<file path="config.mk">
export PLATFORM = sky130hd
export DESIGN_NAME = data_mem_ctrl
export DESIGN_NICKNAME = d
export VERILOG_FILES = /design/src/rtl/data_mem_ctrl.sv
export SDC_FILE = /design/constraint.sdc
export NUM_CORES = 1
export LEC_CHECK = 0
export BUFFER_PORTS_ARGS = -buffer_cell sky130_fd_sc_hd__buf_4
export CAP_MARGIN = 20
export CORE_ASPECT_RATIO = 1.2
export CORE_UTILIZATION = 52
export DETAILED_ROUTE_END_ITERATION = 6
export PLACE_DENSITY = 0.78
export SETUP_SLACK_MARGIN = 0.5
export SYNTH_ARGS = -nofsm -noshare
export SYNTH_HDL_FRONTEND = slang
export SYNTH_SLANG_ARGS = --single-unit
</file>
<file path="constraint.sdc">
create_clock -name clk -period 3.03 [get_ports clk]
set_clock_uncertainty 0.05 [all_clocks]
set_input_delay 0.909 -clock clk [delete_from_list [all_inputs] [get_ports clk]]
set_output_delay 0.909 -clock clk [all_outputs]
set_load 0.01 [all_outputs]
</file>
<file path="src/rtl/data_mem_ctrl.sv">
// Load/store sequencer for a single-port word memory with one-cycle read latency.
// Does lane extraction and sign/zero extension for loads, and read-modify-write for sub-word stores.
module data_mem_ctrl #(
  parameter int ADDR_W = 10
) (
  input  logic              clk,
  input  logic              rst_n,
  input  logic              req_valid,
  output logic              req_ready,
  input  logic              req_we,
  input  logic [2:0]        req_func3,
  input  logic [31:0]       req_addr,
  input  logic [31:0]       req_wdata,
  output logic              resp_valid,
  output logic              resp_err,
  output logic [31:0]       resp_rdata,
  output logic [ADDR_W-1:0] mem_addr,
  output logic              mem_re,
  output logic              mem_we,
  output logic [31:0]       mem_wdata,
  input  logic [31:0]       mem_rdata
);

  typedef enum logic [2:0] {
    S_IDLE,
    S_READ,
    S_MERGE,
    S_WRITE,
    S_ERR
  } state_t;

  state_t            state_q, state_d;
  logic              we_q, we_d;
  logic [2:0]        size_q, size_d;
  logic              sign_q, sign_d;
  logic [1:0]        lane_q, lane_d;
  logic [ADDR_W-1:0] addr_q, addr_d;
  logic [31:0]       wdata_q, wdata_d;
  logic [31:0]       wword_q, wword_d;

  logic [2:0]  req_size;
  logic        req_bad;
  logic [31:0] ld_shift;
  logic [31:0] ld_data;
  logic [3:0]  byte_en;
  logic [31:0] wd_shift;
  logic [31:0] st_merged;
  logic        unused_addr_hi;

  assign unused_addr_hi = ^req_addr[31:ADDR_W+2];

  always_comb begin
    req_size = 3'b000;
    case (req_func3[1:0])
      2'b00:   req_size = 3'b001;
      2'b01:   req_size = 3'b011;
      2'b10:   req_size = 3'b111;
      default: req_size = 3'b000;
    endcase
    req_bad = (req_func3[1:0] == 2'b11) || (req_func3 == 3'b110) ||
              (req_we && req_func3[2]) ||
              ((req_func3[1:0] == 2'b01) && req_addr[0]) ||
              ((req_func3[1:0] == 2'b10) && (req_addr[1:0] != 2'b00));
  end

  // Load path: mem_rdata is valid in MERGE, one cycle after the READ strobe.
  always_comb begin
    ld_shift = mem_rdata >> {lane_q, 3'b000};
    case (size_q)
      3'b001:  ld_data = {{24{sign_q & ld_shift[7]}}, ld_shift[7:0]};
      3'b011:  ld_data = {{16{sign_q & ld_shift[15]}}, ld_shift[15:0]};
      default: ld_data = mem_rdata;
    endcase
  end

  always_comb begin
    byte_en  = {1'b0, size_q} << lane_q;
    wd_shift = wdata_q << {lane_q, 3'b000};
    st_merged = mem_rdata;
    for (int unsigned i = 0; i < 4; i++) begin
      if (byte_en[i]) st_merged[8*i +: 8] = wd_shift[8*i +: 8];
    end
  end

  always_comb begin
    state_d = state_q;
    we_d    = we_q;
    size_d  = size_q;
    sign_d  = sign_q;
    lane_d  = lane_q;
    addr_d  = addr_q;
    wdata_d = wdata_q;
    wword_d = wword_q;
    case (state_q)
      S_IDLE: begin
        if (req_valid) begin
          we_d    = req_we;
          size_d  = req_size;
          sign_d  = ~req_func3[2];
          lane_d  = req_addr[1:0];
          addr_d  = req_addr[ADDR_W+1:2];
          wdata_d = req_wdata;
          if (req_bad) begin
            state_d = S_ERR;
          end else if (req_we && (req_size == 3'b111)) begin
            wword_d = req_wdata;
            state_d = S_WRITE;
          end else begin
            state_d = S_READ;
          end
        end
      end
      S_READ:  state_d = S_MERGE;
      S_MERGE: begin
        if (we_q) begin
          wword_d = st_merged;
          state_d = S_WRITE;
        end else begin
          state_d = S_IDLE;
        end
      end
      S_WRITE: state_d = S_IDLE;
      S_ERR:   state_d = S_IDLE;
      default: state_d = S_IDLE;
    endcase
  end

  always_ff @(posedge clk or negedge rst_n) begin
    if (!rst_n) begin
      state_q <= S_IDLE;
      we_q    <= 1'b0;
      size_q  <= '0;
      sign_q  <= 1'b0;
      lane_q  <= '0;
      addr_q  <= '0;
      wdata_q <= '0;
      wword_q <= '0;
    end else begin
      state_q <= state_d;
      we_q    <= we_d;
      size_q  <= size_d;
      sign_q  <= sign_d;
      lane_q  <= lane_d;
      addr_q  <= addr_d;
      wdata_q <= wdata_d;
      wword_q <= wword_d;
    end
  end

  assign req_ready  = (state_q == S_IDLE);
  assign mem_re     = (state_q == S_READ);
  assign mem_we     = (state_q == S_WRITE);
  assign mem_addr   = addr_q;
  assign mem_wdata  = (state_q == S_WRITE) ? wword_q : '0;
  assign resp_valid = (state_q == S_WRITE) || (state_q == S_ERR) ||
                      ((state_q == S_MERGE) && !we_q);
  assign resp_err   = (state_q == S_ERR);
  assign resp_rdata = ((state_q == S_MERGE) && !we_q) ? ld_data : '0;

endmodule

</file>
Word-level counts from Yosys, hierarchy flattened
Index checks and enable logic that the tools add are counted.
- eq/ne operators: 15
- shift-type cells: 3
- multiplexer cells: 18
- bitwise operators: 3
- reductions and logical operators: 18
- operators with widths (cell ; count):
    32-bit 2-to-1 mux ; 6
    32-bit case mux with 2 select lines ; 2
    8-bit 2-to-1 mux ; 4
    32-bit by 5-bit << shifter with 32-bit output ; 1
    32-bit by 5-bit >> shifter with 16-bit output ; 1
    3-bit case mux with 3 select lines ; 2
    3-bit by 2-bit == test with 1-bit output, second input constant ; 3
    3-bit == test, second input constant ; 3
    3-bit by 1-bit == test with 1-bit output, second input constant ; 2
    1-bit logical OR ; 6
    3-bit 2-to-1 mux ; 2
    2-bit inequality test, second input constant ; 3
    1-bit logical AND ; 5
    5-bit AND reduction ; 1
    2-bit == test, second input constant ; 2
    2-bit 2-to-1 mux ; 2
    2-bit nonzero test ; 2
    3-bit by 2-bit << shifter with 4-bit output ; 1
    3-bit zero test ; 1
    1-bit AND ; 2
    2-bit by 1-bit == test with 1-bit output, second input constant ; 1
    2-bit zero test ; 1
    2-bit by 1-bit inequality test with 1-bit output, second input constant ; 1
    2-bit AND reduction ; 1
    other kinds (2) ; 2
- register bits after elaboration: 84
- output and inout bits: 79
- word-level logic and storage cells: 65

Logic depth before layout (Yosys ltp)
Gate-level depths: netlist of the first run.
- depth after elaboration: 8
- depth in mapped cells: 8
- mapped depth without buffers: 6

Least setup slack after synthesis of the first run
OpenSTA, ideal clock, no wires.
- path type: input-to-output
- start: in mem_rdata[15]
- end: out resp_rdata[21]
- data arrival time: 1.999 ns
- data required time: 2.071 ns
- path slack: 0.072 ns
- stages on the path: 5
- buffers on the path: 1
- path through: mux4_2 > nor2_1 > a2111oi_4 > buf_6 > a21o_1
- cells in the longest elaborated chain, start to end: 4
- ends and longest elaborated chain (what ; line ; source):
    start, declared ; 21 ; input logic [31:0] mem_rdata
    32-bit by 5-bit >> shifter with 16-bit output * ; 68 ; ld_shift = mem_rdata >> {lane_q, 3'b000};
    1-bit AND (on tied branches) ; 71, 70 ;
    32-bit case mux with 2 select lines * ; 69 ; case (size_q)
    32-bit 2-to-1 mux * ; 158 ; assign resp_rdata = ((state_q == S_MERGE) && !we_q) ? ld_data : '0;
    end, declared ; 16 ; output logic [31:0] resp_rdata,
Every way passes the cells marked *; elsewhere a longest branch is shown, timed or not.

Worst setup path in the final report of the first run
- start: in mem_rdata[31]
- end: out resp_rdata[23]
Same word-level chain as after synthesis.

==> run metrics, run 1 <==
Logic pwr share=46.8%; fraction of met1 tracks used by global routing=42.1%; area of the core region=~11000 µm²; cell area after technology mapping=5610 µm²; Net Count, Synth=between 700 and 800; clock sinks=84; power share of the clock group=around a fifth; asr flop ratio synth=100%; worst rel slew slack=between 30% and 40%; detail-routed net length per standard cell=~20 µm; count of distinct cell types in the synthesized netlist=between 40 and 50; Most Crowded Layer GR=met2; share of layout cells above drive strength 1=roughly 39%; effective utilization at floorplan=53.3%; clock latency reported for the late side of the worst-skew pair=around 0.35 ns; class of the tightest hold or removal check=reg -> reg; highest cell delay on the worst timing path=~0.53 ns; Achievable Freq=0.317 GHz; Placement Rows=41; Avg Inst Size Synth=a little under 9 µm²; clock slew seen by the registers of the worst setup and hold paths=about 0.060 ns; Post-layout nets=just over 900; number of routed nets with antenna violations=0; startpoint-to-endpoint class of the critical path=in -> out; first-pass GRT wire length=between 20000 and 30000 µm; Post-Place Worst Slack=-0.322 ns; GR met3 Demand/Resource=6.27%; commonest non-fill, non-tap cell in the layout=nand2_1; placed cells=about 900; kind of start point of the critical path=input port; number of buffers inserted during clock tree synthesis=9; P_int=roughly 3600 µW; leading register cell type out of synthesis=dfrtp_1; pins over their slew limit=0; met2 Use GR=between 50% and 60%; run status=finished with violations; unrepaired setup endpoints after global routing=yes; gr ovfl total=0; Max Cap Viol=0; count of flip-flops with a built-in enable after synthesis=0; Die Outline Area=~11000 µm²; synth-to-layout area growth=45.5%; Top Ports=182; net switching power=2330 µW; IR drop worst, VDD=between 0.4 and 0.5 mV; antenna violations before repair=0; register share of total power=33.0%; DRC errors left=0; number of instances in the synthesized netlist=647; maximum fanout count along the critical path=16; # diodes=0; post-layout worst setup margin=-0.127 ns; Pre-antenna DRT Iters=5; clock period minus worst slack=3.16 ns; level count of the clock H-tree=3; total number of yosys warnings=0; critical-path cell list=buf_8 > mux4_2 > nor2_4 > a2111oi_4 > buf_12 > a21o_1 > buf_6; Critical Path Slowest Stage Cell=mux4_2; maximum number of buffers from clock root to sink=2; fraction of power spent switching nets=between 30 and 40%; worst endpoint data arrival time=about 2.2 ns; via count of the first global-routing pass=~5600; quantity of I/O buffers inserted on ports=approximately 160; maximum number of pins on one net before global-route repair=74; die boundary height=about 120 µm; register bit total from synthesis=84; reg-to-reg setup timing slack=approximately 0.7 ns; Detailed Route WL=about 19000 µm; fill cell total of the finished layout=702; Crit path required time=2.07 ns; total number of vias=around 5800; Die X=slightly below 100 µm; Total Routing Usage GR=33.1%; filler-free cell count of the finished design=958; Least-Margin Pin Slew=between 0.9 and 1 ns; register area share after synthesis=a little under two fifths; CTS tree=yes; violations in the final reports=negative setup slack; number of failing setup endpoints in the final timing report=21; vias per cell=approximately 6.1; share of the cycle needed by the critical path after routing=104%; global placer's final weighted congestion=just under 0.9; commonest non-fill, non-tap cells in the layout=nand2_1, buf_4, dfrtp_1; leakage dissipation=a little over 0.004 µW; area of the multi-input gates=3410 µm²; Storage cell area=~2100 µm²; type of element capturing the critical path=output port; Fin. Hold Viols=0; initial DRC count=about 520; power per cell area=730 nW/µm²; clock tree root driver cell=clkbuf_16; Final HPWL DP=around 13000 µm
==> power groups by stage <==
stage | sequential [µW] | combinational, µW | clock (µW)
global route | 2010 | 3010 | 1260
CTS | 1960 | 2590 | 1220
floorplan | 1810 | 1690 | 0
detailed placement | 1950 | 2360 | 0
global placement | 1930 | 2290 | 0
finish | 1970 | 2790 | 1200
==> worst max-delay path, delay by kind of cell <==
family,cells,cell delay [ns]
and+or+nand+nor,1,0.13
muxes,1,0.53
AOI/OAI and AO/OA,2,0.23
buffers and inverters,3,0.39
==> flip-flops by register name, summed over array words and instances (netlist names) <==
signal and cells:
mem_addr 10, sign_q 1, wdata_q 32, we_q 1
wword_q 32, state_q 3, lane_q 2, size_q 3
==> metal layers <==
layer | routed length (µm) | share of wire [%]
met5 | 0 | 0
met3 | 1480 | 7.6
met2 | 9460 | 49
met4 | 798 | 4.1
met1 | 7740 | 40
==> path summary, 6_finish.rpt <==
path / startpoint / endpoint / cells past startpoint
max in group asynchronous: rst_n / wword_q[27] / 2
min reg2reg: mem_addr[1] / mem_addr[1] / 2
max reg2reg: state_q[0] / wdata_q[24] / 8
min in group asynchronous: rst_n / wword_q[6] / 1
min: mem_addr[1] / mem_addr[1] / 2
max: mem_rdata[31] / resp_rdata[23] / 7
==> layout make-up <==
type / count / area share (%)
multi-input combinational: 487 / 41.8
sequential: 84 / 25.8
timing repair buffer: 222 / 25.5
clock buffer: 10 / 2.93
tap: 129 / 1.98
clock inverter: 6 / 1.07
inverter: 20 / 0.920
==> through the flow <==
step | utilization, % | power (µW) | instance area (µm²) | hold WS, ns | TNS (ns)
2_1_floorplan | - | 3500 | 5650 | 0.395 | 0
3_3_place_gp | 66.9 | 4220 | 7040 | 0.412 | -3.79
3_5_place_dp | 66.9 | 4310 | 7040 | 0.418 | -5.20
4_1_cts | 75.1 | 5760 | 7900 | 0.435 | -1.33
5_1_grt | 77.6 | 6270 | 8160 | 0.456 | -2.54
6_report | 77.6 | 5960 | 8160 | 0.425 | -1.83
==> cell families after synthesis <==
group / count (synthesis) / share of synthesized area, %
and+or+nand+nor: 238 / 19.1
buffers and inverters: 76 / 5.96
muxes: 67 / 12.8
AOI/OAI and AO/OA: 177 / 23.6
adders and majority gates: 5 / 1.12
DFF: 84 / 37.5
==> synth_stat cells (16+ instances only) <==
| cell | number | area [µm²] |
|---|---|---|
| o211ai_1 | 16 | 120 |
| and2_1 | 33 | 206 |
| buf_2 | 21 | 105 |
| mux2i_1 | 50 | 500 |
| dfrtp_1 | 84 | 2100 |
| nor2_1 | 22 | 82.6 |
| clkbuf_1 | 28 | 105 |
| o21ai_0 | 21 | 105 |
| nand2_1 | 155 | 582 |
| a211oi_1 | 32 | 240 |
| inv_1 | 20 | 75.1 |
| a21o_1 | 17 | 128 |
| a2bb2oi_1 | 18 | 158 |
==> repair_timing <==
item / CTS / global route
hold buffers: 0 / 0
setup endpoints to repair: 66 / 66
setup buffers: 10 / 9
gates cloned: 2 / 5
gates resized for setup: 114 / 22
pin swaps: 9 / 13
Power figures use the tool's default switching activity.
==> run 2, diff against run 1 <==
--- a/config.mk
+++ b/config.mk
@@ -12,6 +12,7 @@
 export DETAILED_ROUTE_END_ITERATION = 6
 export PLACE_DENSITY = 0.78
 export SETUP_SLACK_MARGIN = 0.5
+export SKIP_LAST_GASP = 1
 export SYNTH_ARGS = -nofsm -noshare
 export SYNTH_HDL_FRONTEND = slang
 export SYNTH_SLANG_ARGS = --single-unit
==> run metrics, run 2 (synthesis gave the netlist of run 1 again) <==
Achievable Freq=between 0.3 and 0.4 GHz; leakage dissipation=slightly below 0.004 µW; synth-to-layout area growth=41.4%; CTS Hold Buffers Added=0; highest cell delay on the worst timing path=about 0.53 ns; Pre-antenna DRT Iters=5; maximum number of buffers from clock root to sink=2; effective utilization at floorplan=roughly 53%; class of the tightest hold or removal check=reg -> reg; unrepaired setup endpoints after global routing=yes; clock sinks=84; critical-path cell list=buf_8 > mux4_2 > nor2_4 > a2111oi_4 > buf_12 > a21o_1 > buf_4; Cell Area, Placed=between 7000 and 8000 µm²; Top Ports=182; Post-layout nets=around 930; IR drop worst, VDD=around 0.42 mV; Max Cap Viol=0; fill cell total of the finished layout=757; Total Routing Usage GR=between 30% and 40%; reg-to-reg setup timing slack=between 0.7 and 0.8 ns; number of buffers inserted during clock tree synthesis=9; global placer's final weighted congestion=0.888; vias per cell=6.02; maximum fanout count along the critical path=16; initial DRC count=495; Detailed Route WL=between 15000 and 20000 µm; gr ovfl total=0; antenna violations before repair=0; worst endpoint data arrival time=between 2 and 2.5 ns; clock slew seen by the registers of the worst setup and hold paths=0.06 ns; share of layout cells above drive strength 1=36.6%; Critical Path Slowest Stage Cell=mux4_2; level count of the clock H-tree=3; clock tree root driver cell=clkbuf_16; CTS tree=yes; count of cell instances traversed by the critical path=7; run status=finished with violations; crit path from=mem_rdata[31]; maximum number of pins on one net before global-route repair=74; share of the cycle needed by the critical path after routing=104%; critical path capture point=resp_rdata[30]; die boundary height=between 100 and 150 µm; cell class contributing the biggest share of worst-path delay=multiplexers; Post-Place Worst Slack=-0.322 ns; power per cell area=743 nW/µm²; critical register-to-register path endpoint=wdata_q[24]; Die Outline Area=11200 µm²; pins over their slew limit=0; type of element capturing the critical path=output port; Die X=about 97 µm; Fin. Hold Viols=0; startpoint-to-endpoint class of the critical path=in -> out; filler-free cell count of the finished design=955; detail-routed net length per standard cell=between 15 and 20 µm; via count of the first global-routing pass=between 5000 and 6000; total number of vias=approximately 5800; Placement Rows=41; reg2reg path depth=8; worst rel slew slack=a little under two fifths; kind of start point of the critical path=input port; count of buffering cells on the critical path with inverters included=3; first-pass GRT wire length=around 28000 µm; clock period minus worst slack=~3.2 ns; number of routed nets with antenna violations=0; post-layout worst setup margin=-0.126 ns; number of failing setup endpoints in the final timing report=19; violations in the final reports=negative setup slack; DRC errors left=0; # diodes=0; clock latency reported for the late side of the worst-skew pair=0.35 ns; Layout Utilization=about three quarters; area of all placed cells without fillers=slightly below 8000 µm²; Crit path required time=2.07 ns; quantity of I/O buffers inserted on ports=roughly 160; area of the core region=approximately 11000 µm²; commonest non-fill, non-tap cell in the layout=buf_4; startpoint of the most critical register-to-register path=state_q[0]; Final HPWL DP=13000 µm; placed cells=between 900 and 1000; commonest non-fill, non-tap cells in the layout=buf_4, nand2_1, dfrtp_1; Least-Margin Pin Slew=~0.93 ns
[run 2: changes by cell type in the layout (fill, tap and decap cells not counted), sizes merged]
cell / delta
buf: -3
[run 2: how the worst min path moves through the flow]
stage	startpoint	end	slack, ns	cells after the start
after global routing	wdata_q[29]	wdata_q[29]	0.46	2
after global placement	wdata_q[30]	wdata_q[30]	0.41	2
after detailed placement	mem_addr[3]	mem_addr[3]	0.42	2
after floorplan	wdata_q[24]	wdata_q[24]	0.39	2
final	mem_addr[1]	mem_addr[1]	0.42	2
after CTS	mem_addr[1]	mem_addr[1]	0.44	2
[run 2: layout make-up]
| cell class | instances | area [µm²] | share of cell area (%) |
|---|---|---|---|
| sequential | 84 | 2110 | 26.5 |
| inverter | 20 | 75.1 | 0.946 |
| clock inverter | 6 | 87.6 | 1.10 |
| timing repair buffer | 219 | 1920 | 24.2 |
| tap | 129 | 161 | 2.03 |
| clock buffer | 10 | 239 | 3.01 |
| multi-input combinational | 487 | 3340 | 42.1 |
[run 2: power by group]
part	internal, µW	switching (µW)
registers	1570	383
logic	1280	1450
clock network	744	463
total	3600	2300
[run 2: metal layers]
metal  vias up  share of wire, %  global-route usage [%]
li1       2659                 -                       -
met1      2738                41                    41.6
met2       299                48                    52.3
met3        54               7.3                    5.79
met4         0               4.1                    17.3
met5         -                 0                       0
[run 2: tightest hold or removal path, stage by stage, from the launching register on]
cell     delay, ns
dfrtp_1       0.34
nand2_1       0.05
nand2_1       0.05
[run 2: repair_timing]
item / in CTS / in global routing
buffers inserted: 10 / 7
endpoints found under the setup margin: 66 / 67
pin swaps: 9 / 23
resized for setup: 28 / 51
gates cloned: 2 / 4
[run 2: per-stage QoR]
stage          power [µW]  hold WS, ns  setup TNS [ns]
6_report             5890        0.425           -1.79
5_1_grt              6210        0.456           -2.68
4_1_cts              5710        0.435           -1.46
3_5_place_dp         4310        0.418           -5.20
3_3_place_gp         4220        0.412           -3.79
2_1_floorplan        3500        0.395               0
